File: src/rtl/alu_issue_pkg.sv
// Shared constants and types for the ALU issue front-end: control codes,
// ALUOp values, R-type funct values and the issue FSM state encoding.
package alu_issue_pkg;

  localparam int unsigned DATA_W = 32;

  // ALU control codes
  localparam logic [3:0] CTRL_AND     = 4'b0000;
  localparam logic [3:0] CTRL_OR      = 4'b0001;
  localparam logic [3:0] CTRL_ADD     = 4'b0010;
  localparam logic [3:0] CTRL_SLLV    = 4'b0100;
  localparam logic [3:0] CTRL_SUB     = 4'b0110;
  localparam logic [3:0] CTRL_SLT     = 4'b0111;
  localparam logic [3:0] CTRL_NOR     = 4'b1100;
  localparam logic [3:0] CTRL_ILLEGAL = 4'b1111;

  // ALUOp field from the main decoder
  localparam logic [1:0] ALUOP_ADD   = 2'b00;
  localparam logic [1:0] ALUOP_SUB   = 2'b01;
  localparam logic [1:0] ALUOP_RTYPE = 2'b10;
  localparam logic [1:0] ALUOP_OR    = 2'b11;

  // R-type funct field values
  localparam logic [5:0] FUNCT_ADD  = 6'b100000;
  localparam logic [5:0] FUNCT_SUB  = 6'b100010;
  localparam logic [5:0] FUNCT_AND  = 6'b100100;
  localparam logic [5:0] FUNCT_OR   = 6'b100101;
  localparam logic [5:0] FUNCT_NOR  = 6'b100111;
  localparam logic [5:0] FUNCT_SLT  = 6'b101010;
  localparam logic [5:0] FUNCT_SLLV = 6'b000100;

  typedef enum logic [1:0] {
    ST_IDLE  = 2'b00,
    ST_ISSUE = 2'b01,
    ST_RESP  = 2'b10
  } state_t;

  // Maps an R-type funct to its control code; unknown functs give CTRL_ILLEGAL.
  function automatic logic [3:0] funct_to_ctrl(input logic [5:0] funct);
    logic [3:0] ctrl;
    case (funct)
      FUNCT_ADD:  ctrl = CTRL_ADD;
      FUNCT_SUB:  ctrl = CTRL_SUB;
      FUNCT_AND:  ctrl = CTRL_AND;
      FUNCT_OR:   ctrl = CTRL_OR;
      FUNCT_NOR:  ctrl = CTRL_NOR;
      FUNCT_SLT:  ctrl = CTRL_SLT;
      FUNCT_SLLV: ctrl = CTRL_SLLV;
      default:    ctrl = CTRL_ILLEGAL;
    endcase
    return ctrl;
  endfunction

endpackage

File: src/rtl/alu_ctrl_decode.sv
// Combinational encoder from (ALUOp, funct) to the 4-bit ALU control code.
// The illegal-funct output exists only when ALU_ISSUE_ERR_EN is defined.
module alu_ctrl_decode
  import alu_issue_pkg::*;
(
`ifdef ALU_ISSUE_ERR_EN
  output logic       o_illegal,
`endif
  input  logic [1:0] i_aluop,
  input  logic [5:0] i_funct,
  output logic [3:0] o_ctrl,
  output logic       o_swap_shift
);

  always_comb begin
    o_ctrl = CTRL_ILLEGAL;
    case (i_aluop)
      ALUOP_ADD:   o_ctrl = CTRL_ADD;
      ALUOP_SUB:   o_ctrl = CTRL_SUB;
      ALUOP_RTYPE: o_ctrl = funct_to_ctrl(i_funct);
      ALUOP_OR:    o_ctrl = CTRL_OR;
      default:     o_ctrl = CTRL_ILLEGAL;
    endcase
  end

  // SLLV takes rt as the shifted value and rs[4:0] as the amount
  assign o_swap_shift = (i_aluop == ALUOP_RTYPE) && (i_funct == FUNCT_SLLV);

`ifdef ALU_ISSUE_ERR_EN
  // Only the R-type path can produce the illegal code
  assign o_illegal = (i_aluop == ALUOP_RTYPE) && (o_ctrl == CTRL_ILLEGAL);
`endif

endmodule

File: src/rtl/alu_issue_ctrl.sv
// Issuing front-end for the combinational 32-bit ALU: accept, issue, respond.
// Optional illegal-funct reporting on rsp_err is enabled by ALU_ISSUE_ERR_EN.
module alu_issue_ctrl
  import alu_issue_pkg::*;
(
  input  logic        clk,
  input  logic        rst_n,
  input  logic        req_valid,
  output logic        req_ready,
  input  logic [1:0]  req_aluop,
  input  logic [5:0]  req_funct,
  input  logic [31:0] req_a,
  input  logic [31:0] req_b,
  output logic [31:0] alu_a,
  output logic [31:0] alu_b,
  output logic [3:0]  alu_ctrl,
  input  logic [31:0] alu_y,
  input  logic        alu_zero,
  output logic        rsp_valid,
  input  logic        rsp_ready,
  output logic [31:0] rsp_y,
  output logic        rsp_zero,
  output logic        rsp_err
);

  state_t      r_state;
  logic        r_req_ready;
  logic        r_rsp_valid;
  logic [31:0] r_alu_a;
  logic [31:0] r_alu_b;
  logic [3:0]  r_alu_ctrl;
  logic [31:0] r_rsp_y;
  logic        r_rsp_zero;

  logic [3:0]  w_ctrl;
  logic        w_swap_shift;
  logic [31:0] w_op_a;
  logic [31:0] w_op_b;

`ifdef ALU_ISSUE_ERR_EN
  logic w_illegal;
  logic r_illegal;
  logic r_rsp_err;
`endif

  alu_ctrl_decode u_decode (
`ifdef ALU_ISSUE_ERR_EN
    .o_illegal    (w_illegal),
`endif
    .i_aluop      (req_aluop),
    .i_funct      (req_funct),
    .o_ctrl       (w_ctrl),
    .o_swap_shift (w_swap_shift)
  );

  assign w_op_a = w_swap_shift ? req_b : req_a;
  assign w_op_b = w_swap_shift ? {27'b0, req_a[4:0]} : req_b;

  always_ff @(posedge clk or negedge rst_n) begin
    if (!rst_n) begin
      r_state     <= ST_IDLE;
      r_req_ready <= 1'b1;
      r_rsp_valid <= 1'b0;
      r_alu_a     <= '0;
      r_alu_b     <= '0;
      r_alu_ctrl  <= CTRL_AND;
      r_rsp_y     <= '0;
      r_rsp_zero  <= 1'b0;
    end else begin
      case (r_state)
        ST_IDLE: begin
          if (req_valid) begin
            r_alu_a     <= w_op_a;
            r_alu_b     <= w_op_b;
            r_alu_ctrl  <= w_ctrl;
            r_req_ready <= 1'b0;
            r_state     <= ST_ISSUE;
          end
        end
        ST_ISSUE: begin
          // ALU has had a full cycle to settle on the registered operands
          r_rsp_y     <= alu_y;
          r_rsp_zero  <= alu_zero;
          r_rsp_valid <= 1'b1;
          r_state     <= ST_RESP;
        end
        ST_RESP: begin
          if (rsp_ready) begin
            r_rsp_valid <= 1'b0;
            r_req_ready <= 1'b1;
            r_state     <= ST_IDLE;
          end
        end
        default: begin
          r_state     <= ST_IDLE;
          r_req_ready <= 1'b1;
          r_rsp_valid <= 1'b0;
        end
      endcase
    end
  end

`ifdef ALU_ISSUE_ERR_EN
  always_ff @(posedge clk or negedge rst_n) begin
    if (!rst_n) begin
      r_illegal <= 1'b0;
      r_rsp_err <= 1'b0;
    end else begin
      if (r_state == ST_IDLE && req_valid) begin
        r_illegal <= w_illegal;
      end
      if (r_state == ST_ISSUE) begin
        r_rsp_err <= r_illegal;
      end
    end
  end

  assign rsp_err = r_rsp_err;
`else
  assign rsp_err = 1'b0;
`endif

  assign req_ready = r_req_ready;
  assign rsp_valid = r_rsp_valid;
  assign alu_a     = r_alu_a;
  assign alu_b     = r_alu_b;
  assign alu_ctrl  = r_alu_ctrl;
  assign rsp_y     = r_rsp_y;
  assign rsp_zero  = r_rsp_zero;

endmodule

File: config.mk
export PLATFORM = sky130hd
export DESIGN_NAME = alu_issue_ctrl
export DESIGN_NICKNAME = d
export VERILOG_FILES = /design/src/rtl/alu_issue_pkg.sv /design/src/rtl/alu_ctrl_decode.sv /design/src/rtl/alu_issue_ctrl.sv
export SDC_FILE = /design/constraint.sdc
export NUM_CORES = 1
export LEC_CHECK = 0
export CAP_MARGIN = 30
export CORE_MARGIN = 2
export CORE_UTILIZATION = 44
export CTS_CLUSTER_SIZE = 28
export DETAILED_ROUTE_END_ITERATION = 7
export PLACE_DENSITY = 0.85
export SLEW_MARGIN = 20
export SYNTH_ARGS = -nofsm -noshare
export SYNTH_HDL_FRONTEND = slang
export SYNTH_SLANG_ARGS = --single-unit
File: constraint.sdc
create_clock -name clk -period 4.4 [get_ports clk]
set_clock_uncertainty 0.15 [all_clocks]
set_input_delay 0.88 -clock clk [delete_from_list [all_inputs] [get_ports clk]]
set_output_delay 0.88 -clock clk [all_outputs]
set_load 0.05 [all_outputs]
== After elaboration in Yosys (flattened, before gate mapping) ==
Index checks and enable logic that the tools add are counted.
Storage, ports and cells
  word-level logic and storage cells: 43
  bits of input ports: 109
  register bits after elaboration: 105
  output and inout port bits: 104
Cells by class
  bitwise gates (word level): 2
  equality and inequality tests: 14
  reduce and logical (&&, ||, !) cells: 7
  multiplexer cells: 12
Operators by type and width (count)
  32-bit 2-to-1 mux: 2
  6-bit equality test, second input constant: 6
  4-bit one-hot mux with 7 select lines: 1
  4-bit one-hot mux with 4 select lines: 1
  2-bit equality test, second input constant: 3
  6-bit by 3-bit equality test with 1-bit output, second input constant: 1
  1-bit one-hot mux with 3 select lines: 2
  2-bit one-hot mux with 3 select lines: 1
  2-bit AND reduction: 3
  2-bit by 1-bit equality test with 1-bit output, second input constant: 2
  2-bit logical NOT: 2
  2-bit 2-to-1 mux: 2
  2-bit inequality test, second input constant: 2
  1-bit 2-to-1 mux: 3
  3-bit AND reduction: 1
  1-bit inverter: 2
  1-bit logical AND: 1

== Logic depth before layout (Yosys ltp) ==
  depth in word-level cells: 3
  depth in mapped cells: 8
  gate-level depth less buffers: 5

== Cells and area by module ==
A second synthesis with hierarchy kept.
Unflattened totals
  cells, all modules: 403
  area, all modules: 4548.1 µm²
By module, submodules not included
  alu_issue_ctrl: instances 1, area each 4410.5 µm², seq. area each 2628.8 µm², cells an instance 381
  alu_ctrl_decode: instances 1, area each 137.6 µm², seq. area each 0.0 µm², cells an instance 22

== Least setup slack after synthesis ==
No wires, ideal clock.
  path kind: in2reg
  start: input port req_funct[0]
  end: register r_alu_a[12] (netlist: alu_a[12])
  setup slack: 2.333 ns
  data arrival time: 1.786 ns
  stages on the path: 6
  cells stage by stage: nor4_4 -> nand4b_1 -> buf_4 -> clkbuf_1 -> nand2_1 -> a31oi_2
Between the ends
  cells in the longest elaborated chain, start to end: 3
Ends and longest elaborated chain
  start, declared: RTL line alu_issue_ctrl.sv:11  | input logic [5:0] req_funct,
  6-bit by 3-bit equality test with 1-bit output: RTL line alu_ctrl_decode.sv:27  | assign o_swap_shift = (i_aluop == ALUOP_RTYPE) && (i_funct == FUNCT_SLLV);
  1-bit logical AND: RTL line alu_ctrl_decode.sv:27
  32-bit 2-to-1 mux: RTL line alu_issue_ctrl.sv:56  | assign w_op_a = w_swap_shift ? req_b : req_a;
  end signal, assigned: RTL line alu_issue_ctrl.sv:73  | r_alu_a <= w_op_a;
  end, declared: RTL line alu_issue_ctrl.sv:29  | logic [31:0] r_alu_a;
No other way between the ends.
A chain may end at the register's enable or synchronous reset.

== Worst setup path in the final report ==
  start: input port req_valid
  end: register r_alu_a[14] (netlist: alu_a[14])
Between the ends
  cells in the longest elaborated chain, start to end: 1
Ends and longest elaborated chain
  start, declared: RTL line alu_issue_ctrl.sv:8  | input logic req_valid,
  2-bit AND reduction (no line)
No other way between the ends.

==> results.sh <==
export IMPL_drcViolationCount=0
export IMPL_crit_path_cell_trace="clkdlybuf4s50_1 -> nand2b_1 -> or2_2 -> inv_2 -> buf_4 -> nor2_1 -> a31oi_1"
export IMPL_utilization_pct=69.47
export IMPL_status="finished, final reports clean"
export IMPL_critPathMaxStageDelay_ps=580
export IMPL_critPathSlowestCell="or2_2"
export IMPL_grt_pass1_vias=4019
export IMPL_drtIter0Drc=167
export IMPL_synth_edf_count=0
export IMPL_syn2layout_area_growth_pct=52.12
export IMPL_wire_per_inst_um=16.56
export IMPL_cts_resized=0
export IMPL_rows=36
export IMPL_criticalPathCategory="in2reg"
export IMPL_synthesis_nets=551
export IMPL_cts_sinks=105
export IMPL_clock_latency_ps=360
export IMPL_antenna_left=0
export IMPL_swShare_pct=49.96
export IMPL_pwr_share_comb_pct=60.5
export IMPL_crit_arrival_ps=3080
export IMPL_grt_pass1_wl_mm=21.02
export IMPL_cts_buffers=9
export IMPL_cts_root_buffer="clkbuf_8"
export IMPL_grt_setup_unrepaired="no"
export IMPL_ys_ff_latch=105
export IMPL_core_area_mm2=0.009819
export IMPL_p_sw_mw=2.893
export IMPL_io_pins=213
export IMPL_netlist_area_leader_share_pct=58.04
export IMPL_power_frac_seq_pct=29.5
export IMPL_diodes=0
export IMPL_syn_inst=442
export IMPL_path_clk_slew_ps=90
export IMPL_hpwl_mm=9.389
export IMPL_cp_data_required_time_ps=4530
export IMPL_syn_area_mm2=0.004484
export IMPL_cp_depth=7
export IMPL_yosysWarnings=0
export IMPL_critPathBufInv=3
export IMPL_clk_path_buf_depth=2
export IMPL_cap_viol_max_count=0
export IMPL_start_kind="primary input"
export IMPL_setup_tns_ps=0
export IMPL_grt_usage_pct=24.23
export IMPL_synth_main_ff_cell="dfrtp_1"
export IMPL_setup_viol=0
export IMPL_wirelength_mm=12.87
export IMPL_fin_nets=748
export IMPL_worst_slew_pin_slew_ps=800.1
export IMPL_clkPwrFrac_pct=10.0
export IMPL_cts_tree="done"
export IMPL_min_path_type="reg2reg"
export IMPL_postCtsHoldBufs=0
export IMPL_place_gp_congestion=0.7859
export IMPL_vias=3952
export IMPL_netlist_top_cells_area="dfrtp_1 58%, nand2_1 10%, mux2_2 8.3%"
export IMPL_crit_path_end_kind="flop"
export IMPL_start_util_pct=45.67
export IMPL_p_leak_nw=2.930
export IMPL_die_w_um=105.0
export IMPL_final_cells=777
export IMPL_slew_viol_final=0
export IMPL_totalPowerFinal_mw=5.790
export IMPL_final_hold_violation_count=0
export IMPL_overflow=0
export IMPL_cts_setup_buffers=0
export IMPL_viasPerCell=5.086
export IMPL_yosys_area_top_type="dfrtp_1"
export IMPL_internal_power_mw=2.897
export IMPL_fp_dieH_um=105.0
export IMPL_numPortBuffers=211
export IMPL_synth_cell_types=36
export IMPL_synthArstFlopShare_pct=100.0
export IMPL_path_max_fanout=42
export IMPL_maxSlewHeadroom_pct=46.66
export IMPL_drive_above_1_share_pct=9.783
export IMPL_die_area_mm2=0.01102
export IMPL_place_inst=761
export IMPL_period_minus_slack_ps=2948
export IMPL_grt_max_degree=65
export IMPL_hold_depth=2
export IMPL_timing_fmax_mhz=339.3
export IMPL_peakVddDrop_v=0.0003928
export IMPL_period_share_pct=66.99
export IMPL_p_per_area_mw_per_mm2=848.8
export IMPL_antenna_found_initial=0
export IMPL_yosysSeqAreaShare_pct=58.62
export IMPL_htreeDepth=3
export IMPL_r2r_cells=6
export IMPL_path_delay_family="buffers and inverters"
export IMPL_dr_pass1_iters=4
export IMPL_syn_avg_cell_area_um2=10.15
## layer usage
| layer | GRT usage (%) | vias up | part of all wire [%] |
|---|---|---|---|
| met2 | 40.26 | 191 | 49 |
| met5 | 0 | - | 0 |
| met4 | 9.905 | 0 | 2.8 |
| met3 | 7.548 | 30 | 9.0 |
| li1 | - | 1875 | - |
| met1 | 29.29 | 1856 | 40 |
## placed cells by master (no fill, tap or decap), drive strengths merged
master,count
clkdlybuf4s50,210
clkinvlp,1
buf,8
o22a,1
nor2,30
conb,1
a31oi,28
nor3,1
mux2,33
clkbuf,15
or2,1
inv,2
dfrtp,104
and4b,1
a211o,1
nand4b,2
nand3b,2
o21bai,1
a41oi,1
or2b,1
nor2b,3
nor4,1
mux2i,1
o21ai,7
dfstp,1
nand2,125
nand2b,1
o21a,1
a21o,1
a21oi,2
nand3,57
## layout make-up
type                    instances  area [um^2]
repair buffers                218         2175
inverters                       2        7.507
clock buffers                  15        186.4
fillers                       759         2998
well taps                     133        166.4
clock inverters                 1        7.507
flip-flops and latches        105         2629
multi-input cells             303         1650
## cells in the mapped netlist (all sizes together) (2+ instances only)
cell,number
nor2b,3
nor2,30
a21oi,2
o21ai,7
buf,25
nand3,57
nand2,125
mux2,33
dfrtp,104
inv,2
nand3b,2
a31oi,28
nand4b,2
clkbuf,7
## metrics by stage
| step | area (um^2) | setup WS (ps) | hold slack, ps |
|---|---|---|---|
| 2_1_floorplan | 4484 | 2333 | 352.7 |
| 3_3_place_gp | 6628 | 1170 | 300.3 |
| 3_5_place_dp | 6628 | 1089 | 304.6 |
| 4_1_cts | 6822 | 1479 | 324.5 |
| 5_1_grt | 6822 | 1329 | 343.1 |
| 6_report | 6822 | 1452 | 322.6 |
## state kept, by name (all words and copies together), names as in the netlist
name       flops
rsp_valid      1
alu_a         32
rsp_y         32
alu_b         32
alu_ctrl       4
rsp_zero       1
r_state        2
req_ready      1
## path summary, 6_finish.rpt
path	slack [ps]	startpoint	endpoint
max in group asynchronous	2850	rst_n	alu_b[30]
hold / removal	320	alu_b[28]	alu_b[28]
setup reg to reg	1920	r_state[0]	alu_a[14]
setup / recovery	1450	req_valid	alu_a[14]
min in group asynchronous	370	rst_n	alu_b[31]
hold reg to reg	320	alu_b[28]	alu_b[28]
## power by group through the flow
stage / Combinational (mW) / Sequential (mW) / Clock (mW)
3_3_place_gp: 3.47 / 1.70 / 0
3_5_place_dp: 3.52 / 1.72 / 0
6_report: 3.51 / 1.71 / 0.576
2_1_floorplan: 0.651 / 3.33 / 0
5_1_grt: 3.65 / 1.77 / 0.631
4_1_cts: 3.53 / 1.71 / 0.594
## kinds of logic (layout without fill, tap and decap cells)
family | count (synthesis) | in the layout | share of synthesized area (%)
flops | 105 | 105 | 58.62
buf+inv | 34 | 236 | 4.631
mux | 34 | 34 | 8.510
simple gates | 225 | 225 | 21.74
other cells | 1 | 1 | 0.08363
compound gates | 43 | 43 | 6.418
## worst min-delay path: cells and delay by family (launching register included)
kind / cells / cell delay [ps]
flops: 1 / 350
simple gates: 2 / 100
No activity file was read; power rests on OpenSTA's default activity.
